[src/rtl/meas_pkg.sv]
// Shared types and helpers for the measurement frame reader: the one-hot
// controller state encoding, the frame header byte and the frame length rule.
package meas_pkg;

  typedef enum logic [6:0] {
    ST_IDLE      = 7'b000_0001,
    ST_START     = 7'b000_0010,
    ST_WAIT_BUSY = 7'b000_0100,
    ST_WAIT_DONE = 7'b000_1000,
    ST_LATCH     = 7'b001_0000,
    ST_SEND      = 7'b010_0000,
    ST_DONE      = 7'b100_0000
  } state_e;

  localparam logic [7:0] FRAME_HDR = 8'hA5;

  // Header byte + one byte per result byte + trailing checksum byte.
  function automatic int frame_len(input int nCh, input int valW);
    return 2 + nCh * valW / 8;
  endfunction

endpackage

[src/rtl/meas_frame_ser.sv]
// Frame serializer: holds the result snapshot and streams header, payload
// (each channel LSB first, channel 0 first) and an 8-bit running checksum
// over a valid/ready byte port. The snapshot is shifted down one byte per
// payload byte presented, so no wide multiplexer is needed.
module meas_frame_ser
  import meas_pkg::*;
#(
  parameter int N_CH  = 10,
  parameter int VAL_W = 32
) (
  input  logic                  clk_i,
  input  logic                  rst_i,
  input  logic                  load_i,
  input  logic [N_CH*VAL_W-1:0] snap_i,
  input  logic                  tx_ready_i,
  output logic [7:0]            tx_data_o,
  output logic                  tx_valid_o,
  output logic                  last_accept_o
);

  localparam int FRAME_L = frame_len(N_CH, VAL_W);
  localparam int IDX_W   = $clog2(FRAME_L);
  localparam logic [IDX_W-1:0] IDX_LAST = IDX_W'(FRAME_L - 1);

  logic [N_CH*VAL_W-1:0] snap_q, snap_d;
  logic [IDX_W-1:0]      byteIdx_q, byteIdx_d;
  logic [7:0]            csum_q, csum_d;
  logic [7:0]            txData_q, txData_d;
  logic                  txValid_q, txValid_d;
  logic                  accept;
  logic                  isPayload;

  assign accept        = txValid_q && tx_ready_i;
  assign isPayload     = (byteIdx_q != '0) && (byteIdx_q != IDX_LAST);
  assign last_accept_o = accept && (byteIdx_q == IDX_LAST);
  assign tx_data_o     = txData_q;
  assign tx_valid_o    = txValid_q;

  // Next byte selection and checksum accumulation on each accepted byte.
  always_comb begin
    snap_d    = snap_q;
    byteIdx_d = byteIdx_q;
    csum_d    = csum_q;
    txData_d  = txData_q;
    txValid_d = txValid_q;
    if (load_i) begin
      snap_d    = snap_i;
      byteIdx_d = '0;
      csum_d    = 8'h00;
      txData_d  = FRAME_HDR;
      txValid_d = 1'b1;
    end else if (accept) begin
      if (byteIdx_q == IDX_LAST) begin
        txValid_d = 1'b0;
        txData_d  = 8'h00;
      end else begin
        byteIdx_d = byteIdx_q + 1'b1;
        if (isPayload) begin
          csum_d = csum_q + txData_q;
        end
        if (byteIdx_d == IDX_LAST) begin
          txData_d = csum_d;
        end else begin
          txData_d = snap_q[7:0];
          snap_d   = snap_q >> 8;
        end
      end
    end
  end

  // Output stage and snapshot registers; reset abandons any partial frame.
  always_ff @(posedge clk_i) begin
    if (rst_i) begin
      snap_q    <= '0;
      byteIdx_q <= '0;
      csum_q    <= 8'h00;
      txData_q  <= 8'h00;
      txValid_q <= 1'b0;
    end else begin
      snap_q    <= snap_d;
      byteIdx_q <= byteIdx_d;
      csum_q    <= csum_d;
      txData_q  <= txData_d;
      txValid_q <= txValid_d;
    end
  end

endmodule

[src/rtl/meas_frame_reader.sv]
// Initiator side of the meter start/busy handshake. A trigger starts one
// measurement; once the meter has gone busy and idle again the results are
// latched and handed to the serializer as one framed byte sequence. Each
// wait state is bounded by a cycle counter that aborts with a sticky flag.
module meas_frame_reader
  import meas_pkg::*;
#(
  parameter int N_CH        = 10,
  parameter int VAL_W       = 32,
  parameter int TIMEOUT_CYC = 2**24
) (
  input  logic                  clk_i,
  input  logic                  rst_i,
  input  logic                  trigger_i,
  output logic                  meas_start_o,
  input  logic                  meas_busy_i,
  input  logic [N_CH*VAL_W-1:0] meas_val_i,
  output logic [7:0]            tx_data_o,
  output logic                  tx_valid_o,
  input  logic                  tx_ready_i,
  output logic                  frame_done_o,
  output logic                  timeout_err_o,
  output logic                  idle_o
);

  localparam int CNT_W = $clog2(TIMEOUT_CYC + 1);
  localparam logic [CNT_W-1:0] CNT_LAST = CNT_W'(TIMEOUT_CYC - 1);

  state_e           state_q, state_d;
  logic [CNT_W-1:0] waitCnt_q, waitCnt_d;
  logic             timeoutErr_q, timeoutErr_d;
  logic             measStart_q;
  logic             frameDone_q;
  logic             loadSnap;
  logic             frameSent;

  // Controller next state, wait counter and abort flag; the awaited meter
  // condition is tested before the timeout so it wins a same-cycle tie.
  always_comb begin
    state_d      = state_q;
    waitCnt_d    = waitCnt_q;
    timeoutErr_d = timeoutErr_q;
    loadSnap     = 1'b0;
    case (state_q)
      ST_IDLE: begin
        if (trigger_i) begin
          state_d      = ST_START;
          timeoutErr_d = 1'b0;
        end
      end
      ST_START: begin
        state_d   = ST_WAIT_BUSY;
        waitCnt_d = '0;
      end
      ST_WAIT_BUSY: begin
        if (meas_busy_i) begin
          state_d   = ST_WAIT_DONE;
          waitCnt_d = '0;
        end else if (waitCnt_q == CNT_LAST) begin
          state_d      = ST_IDLE;
          timeoutErr_d = 1'b1;
        end else begin
          waitCnt_d = waitCnt_q + 1'b1;
        end
      end
      ST_WAIT_DONE: begin
        if (!meas_busy_i) begin
          state_d = ST_LATCH;
        end else if (waitCnt_q == CNT_LAST) begin
          state_d      = ST_IDLE;
          timeoutErr_d = 1'b1;
        end else begin
          waitCnt_d = waitCnt_q + 1'b1;
        end
      end
      ST_LATCH: begin
        loadSnap = 1'b1;
        state_d  = ST_SEND;
      end
      ST_SEND: begin
        if (frameSent) begin
          state_d = ST_DONE;
        end
      end
      ST_DONE: begin
        state_d = ST_IDLE;
      end
      default: begin
        state_d = ST_IDLE;
      end
    endcase
  end

  // State, counter and registered control outputs; the start pulse is the
  // registered image of the START state, giving a two-edge trigger latency.
  always_ff @(posedge clk_i) begin
    if (rst_i) begin
      state_q      <= ST_IDLE;
      waitCnt_q    <= '0;
      timeoutErr_q <= 1'b0;
      measStart_q  <= 1'b0;
      frameDone_q  <= 1'b0;
    end else begin
      state_q      <= state_d;
      waitCnt_q    <= waitCnt_d;
      timeoutErr_q <= timeoutErr_d;
      measStart_q  <= (state_q == ST_START);
      frameDone_q  <= (state_d == ST_DONE);
    end
  end

  meas_frame_ser #(
    .N_CH (N_CH),
    .VAL_W(VAL_W)
  ) u_ser (
    .clk_i        (clk_i),
    .rst_i        (rst_i),
    .load_i       (loadSnap),
    .snap_i       (meas_val_i),
    .tx_ready_i   (tx_ready_i),
    .tx_data_o    (tx_data_o),
    .tx_valid_o   (tx_valid_o),
    .last_accept_o(frameSent)
  );

  assign meas_start_o  = measStart_q;
  assign frame_done_o  = frameDone_q;
  assign timeout_err_o = timeoutErr_q;
  assign idle_o        = (state_q == ST_IDLE);

endmodule
[config.mk]
export PLATFORM = sky130hd
export DESIGN_NAME = meas_frame_reader
export DESIGN_NICKNAME = d
export VERILOG_FILES = /design/src/rtl/meas_pkg.sv /design/src/rtl/meas_frame_ser.sv /design/src/rtl/meas_frame_reader.sv
export SDC_FILE = /design/constraint.sdc
export NUM_CORES = 1
export LEC_CHECK = 0
export ABC_AREA = 0
export BUFFER_PORTS_ARGS = -buffer_cell sky130_fd_sc_hd__clkbuf_2
export CAP_MARGIN = 40
export CORE_ASPECT_RATIO = 1.5
export CORE_MARGIN = 2
export CORE_UTILIZATION = 35
export DETAILED_ROUTE_END_ITERATION = 10
export PLACE_DENSITY_LB_ADDON = 0.1
export SETUP_SLACK_MARGIN = 0.05
export SLEW_MARGIN = 10
export SYNTH_ARGS = -nofsm -noshare
export SYNTH_HDL_FRONTEND = slang
export SYNTH_SLANG_ARGS = --single-unit
[constraint.sdc]
create_clock -name clk_i -period 3 [get_ports clk_i]
set_clock_uncertainty 0.2 [all_clocks]
set_input_delay 0.6 -clock clk_i [delete_from_list [all_inputs] [get_ports clk_i]]
set_output_delay 0.6 -clock clk_i [all_outputs]
set_load 0.005 [all_outputs]
==> results by stage <==
CTS:
- Gates resized during post-CTS repair numbered 0.
- The cell at the root of the clock tree is sky130_fd_sc_hd__clkbuf_16.
- The clock transition at the registers of the reported paths is 0.06 ns.
- The total CTS buffers is 41.
- The number of setup buffers added after CTS is 0.
- The clock tree from TritonCTS is done.
- The number of buffers added to fix hold violations after cts is 0.
- The clock latency on the worst-skew pair is 0.55 ns.
- The maximum root-to-sink buffer count is 3.
- The number of levels in the clock H-tree is 2.
- Clock tree synthesis found a total of 378 sinks.

Finish:
- In the final layout, the share of cells above drive strength 1 is 0.239.
- Leaving out fill and tap cells, the most frequent cell in the layout is sky130_fd_sc_hd__dfxtp_1.
- The library cells used most frequently in the layout, excluding fill and tap cells, are sky130_fd_sc_hd__dfxtp_1 (378), sky130_fd_sc_hd__nor2_1 (367), sky130_fd_sc_hd__nand2_1 (351).
- The synthesis-to-finish area growth is 20.2%.
- The finished layout holds 3,094 standard cells, fillers aside.
- After the last flow step, the layout net total stands at 2,737.

Run status:
- The flow ran to the end, and the final reports show no timing, DRC or antenna violations.

GRT:
- The number of antenna violations at the first check in global routing is 7.
- Entering global routing, the biggest net connects 136 pins.
- Summed over all layers, the global routing overflow is 0.
- The via count of the first global-routing pass is 15,800.
- The global-route total usage across every layer is 0.197.
- The first-pass GRT wire length is 84,900 microns.

Drt:
- The detail route stage leaves a number of antenna-violating nets equal to 0.
- The per-cell via count in the routed design is 5.18.
- The first detailed-routing pass ran for 5 iterations.
- In the routed design, unresolved DRC markers number 0.
- The initial detailed-routing violation count is 890.
- The routed via count is 16,000.
- In the final routed layout, each cell accounts on average for 17.2 microns.
- For this block, the routed nets add up to 53,200 microns of wire.

Timing:
- In this run the tightest slew margin relative to its limit is 0.436.
- In the finished design, the share of the clock period the worst path needs comes to 0.857.
- The final total negative setup slack is 0 ns.
- The final-report max-slew violation count is 0.
- At the pin with the least slew margin, the transition time is 0.846 ns.
- The worst hold slack after final layout is 0.0833 ns.
- Setup repair after global routing left no endpoint under its margin.
- The number of hold-slack violations in the final timing report is 0.
- The worst path in the final design needs a cycle of 2.57 ns, including I/O delays and setup.
- The number of setup violations in the final report is 0.
- The achievable clock frequency is 0.389 GHz.

Die:
- The core area is 0.0495 sq mm.
- The die is 187 microns wide.
- The count of boundary I/O pins is 338.
- In this run the vertical extent of the chip is 278 microns.
- The placement row count is 100.
- The effective utilization at floorplan is 0.354.
- The floorplan die area is 0.0520 sq mm.

Yosys:
- In this run, distinct cell masters in the synthesized netlist total 65.
- The part of the Yosys area used for sequential elements is 0.431.
- Counting every instance in the synthesized netlist gives 2,159.
- Ranked by total cell area, the synthesized netlist is headed by sky130_fd_sc_hd__dfxtp_1 (43%), sky130_fd_sc_hd__a21oi_1 (9.6%), sky130_fd_sc_hd__a211oi_2 (8.6%).
- Synthesis inferred 378 register bits.
- The share of the synthesized area in the top cell type is 0.431.
- The yosys synthesis warning count is 0.
- The fraction of synthesis flops using an asynchronous set or reset pin is 0.
- The count of flip-flops with a built-in enable after synthesis is 0.
- Among all flip-flop cells after synthesis, the most frequent one is sky130_fd_sc_hd__dfxtp_1.
- The number of nets in the synthesized netlist is 2,497.
- The average instance area after synthesis is 8.13 sq um.
- Summing every instance area after synthesis gives 0.0176 sq mm.
- The cell accounting for the most synthesized area is sky130_fd_sc_hd__dfxtp_1.

Power:
- For this design the ratio of total power to cell area is 493 mW/mm^2.
- The largest vdd supply drop is 0.357 mV.
- The switching power summed over all nets is 2.34 mW.
- The proportion of power drawn by flip-flops and latches is 0.484.
- The fraction of power spent switching nets is 0.225.
- Of the total power, the clock network draws 0.477.
- The internal power is 8.06 mW.
- The relative contribution of combinational cells to total power is 0.039.
- The total design power is 10.4 mW.
- For this design the static power due to leakage is 7.58 nW.

Worst hold path:
- The worst min-delay path class is in2reg.

Placed design:
- After detailed placement, the design holds a cell count of 3,019.
- The congestion estimate from routability-driven global placement came to 0.805.
- The count of buffers from port buffering is 337.
- The half-perimeter wire length after detailed placement is 35,600 microns.

Critical path:
- The category of the worst setup path launch point is a flip-flop.
- The data required time of the critical path is 3.26 ns.
- In this run the worst path has a maximum fanout of 48.
- The critical path class is reg2reg.
- The arrival time of the worst setup path is 2.83 ns.
- The capturing element type of the critical path is a flip-flop.

Job:
- The number of maximum-capacitance constraint violations is 0.
cell usage after synthesis (20+ instances only):
cell,number
sky130_fd_sc_hd__a211oi_1,195
sky130_fd_sc_hd__a211oi_2,120
sky130_fd_sc_hd__a21oi_1,337
sky130_fd_sc_hd__buf_2,82
sky130_fd_sc_hd__clkbuf_1,85
sky130_fd_sc_hd__dfxtp_1,378
sky130_fd_sc_hd__nand2_1,351
sky130_fd_sc_hd__nand3_1,23
sky130_fd_sc_hd__nor2_1,367
sky130_fd_sc_hd__o21ai_0,20
sky130_fd_sc_hd__xor2_1,22
worst paths after layout:
kind,endpoint,slack (ns),startpoint,depth (start not counted)
setup reg to reg,u_ser.snap_q[210],0.43,u_ser.byteIdx_q[1],10
setup / recovery,u_ser.snap_q[210],0.43,u_ser.byteIdx_q[1],10
hold / removal,u_ser.snap_q[319],0.08,meas_val_i[319],3
hold reg to reg,u_ser.snap_q[295],0.26,u_ser.snap_q[295],2
state kept, by name, indices dropped and copies added, names as in the netlist:
signal            flops
u_ser.byteIdx_q       6
timeout_err_o         1
u_ser.csum_q          8
u_ser.tx_valid_o      1
waitCnt_q            25
frame_done_o          1
state_q               7
meas_start_o          1
u_ser.tx_data_o       8
u_ser.snap_q        320
power groups by stage:
stage                     sequential [mW]  clock (mW)  combinational (mW)
final                                5.03        4.96               0.410
after global routing                 5.03        5.30               0.445
after floorplan                      5.14           0               0.124
after global placement               5.14           0               0.419
after detailed placement             5.14           0               0.414
after CTS                            5.03        5.11               0.416
cells by family after synthesis:
kind of cell | after synthesis | synth area share
DFF | 378 | 0.431
xor gates and xnor gates | 30 | 0.0150
buffers and inverters | 199 | 0.0578
AOI/OAI and AO/OA | 705 | 0.288
muxes | 13 | 0.00749
and+or+nand+nor | 821 | 0.191
adders and majority gates | 13 | 0.00970
cell type report:
| type | instances | area [sq um] |
|---|---|---|
| multi-input cells | 1582 | 8980 |
| clock inverters | 7 | 42.5 |
| inverters | 7 | 26.3 |
| clock buffers | 66 | 1250 |
| repair buffers | 389 | 2400 |
| fillers | 5148 | 28400 |
| well taps | 663 | 830 |
| flip-flops and latches | 378 | 7570 |
| diodes | 2 | 5.00 |
worst max-delay path, stage by stage, from the launching register on:
cell and delay (ns):
sky130_fd_sc_hd__dfxtp_1 0.43, sky130_fd_sc_hd__inv_1 0.12, sky130_fd_sc_hd__ha_1 0.19, sky130_fd_sc_hd__and3_1 0.24, sky130_fd_sc_hd__nand2_1 0.09, sky130_fd_sc_hd__nand2_1 0.11
sky130_fd_sc_hd__a21oi_4 0.21, sky130_fd_sc_hd__buf_12 0.28, sky130_fd_sc_hd__buf_12 0.23, sky130_fd_sc_hd__a21oi_1 0.10, sky130_fd_sc_hd__a211oi_2 0.23
stage by stage:
| stage | setup WS (ns) | util | area [sq um] |
|---|---|---|---|
| floorplan | 0.671 | - | 17600 |
| global placement | 0.453 | 0.400 | 19800 |
| detailed placement | 0.428 | 0.400 | 19800 |
| CTS | 0.430 | 0.426 | 21100 |
| global route | 0.204 | 0.426 | 21100 |
| finish | 0.428 | 0.426 | 21100 |
layer usage:
layer / wire [microns] / vias up / share of wire / track usage
met5: 59 / - / 0.0011 / 0
met4: 1210 / 10 / 0.023 / 0.0568
met3: 2870 / 65 / 0.054 / 0.0338
met2: 25400 / 416 / 0.48 / 0.332
met1: 23600 / 7518 / 0.44 / 0.258
li1: - / 8033 / - / -
Note: power is estimated with default switching activity, not from simulation.
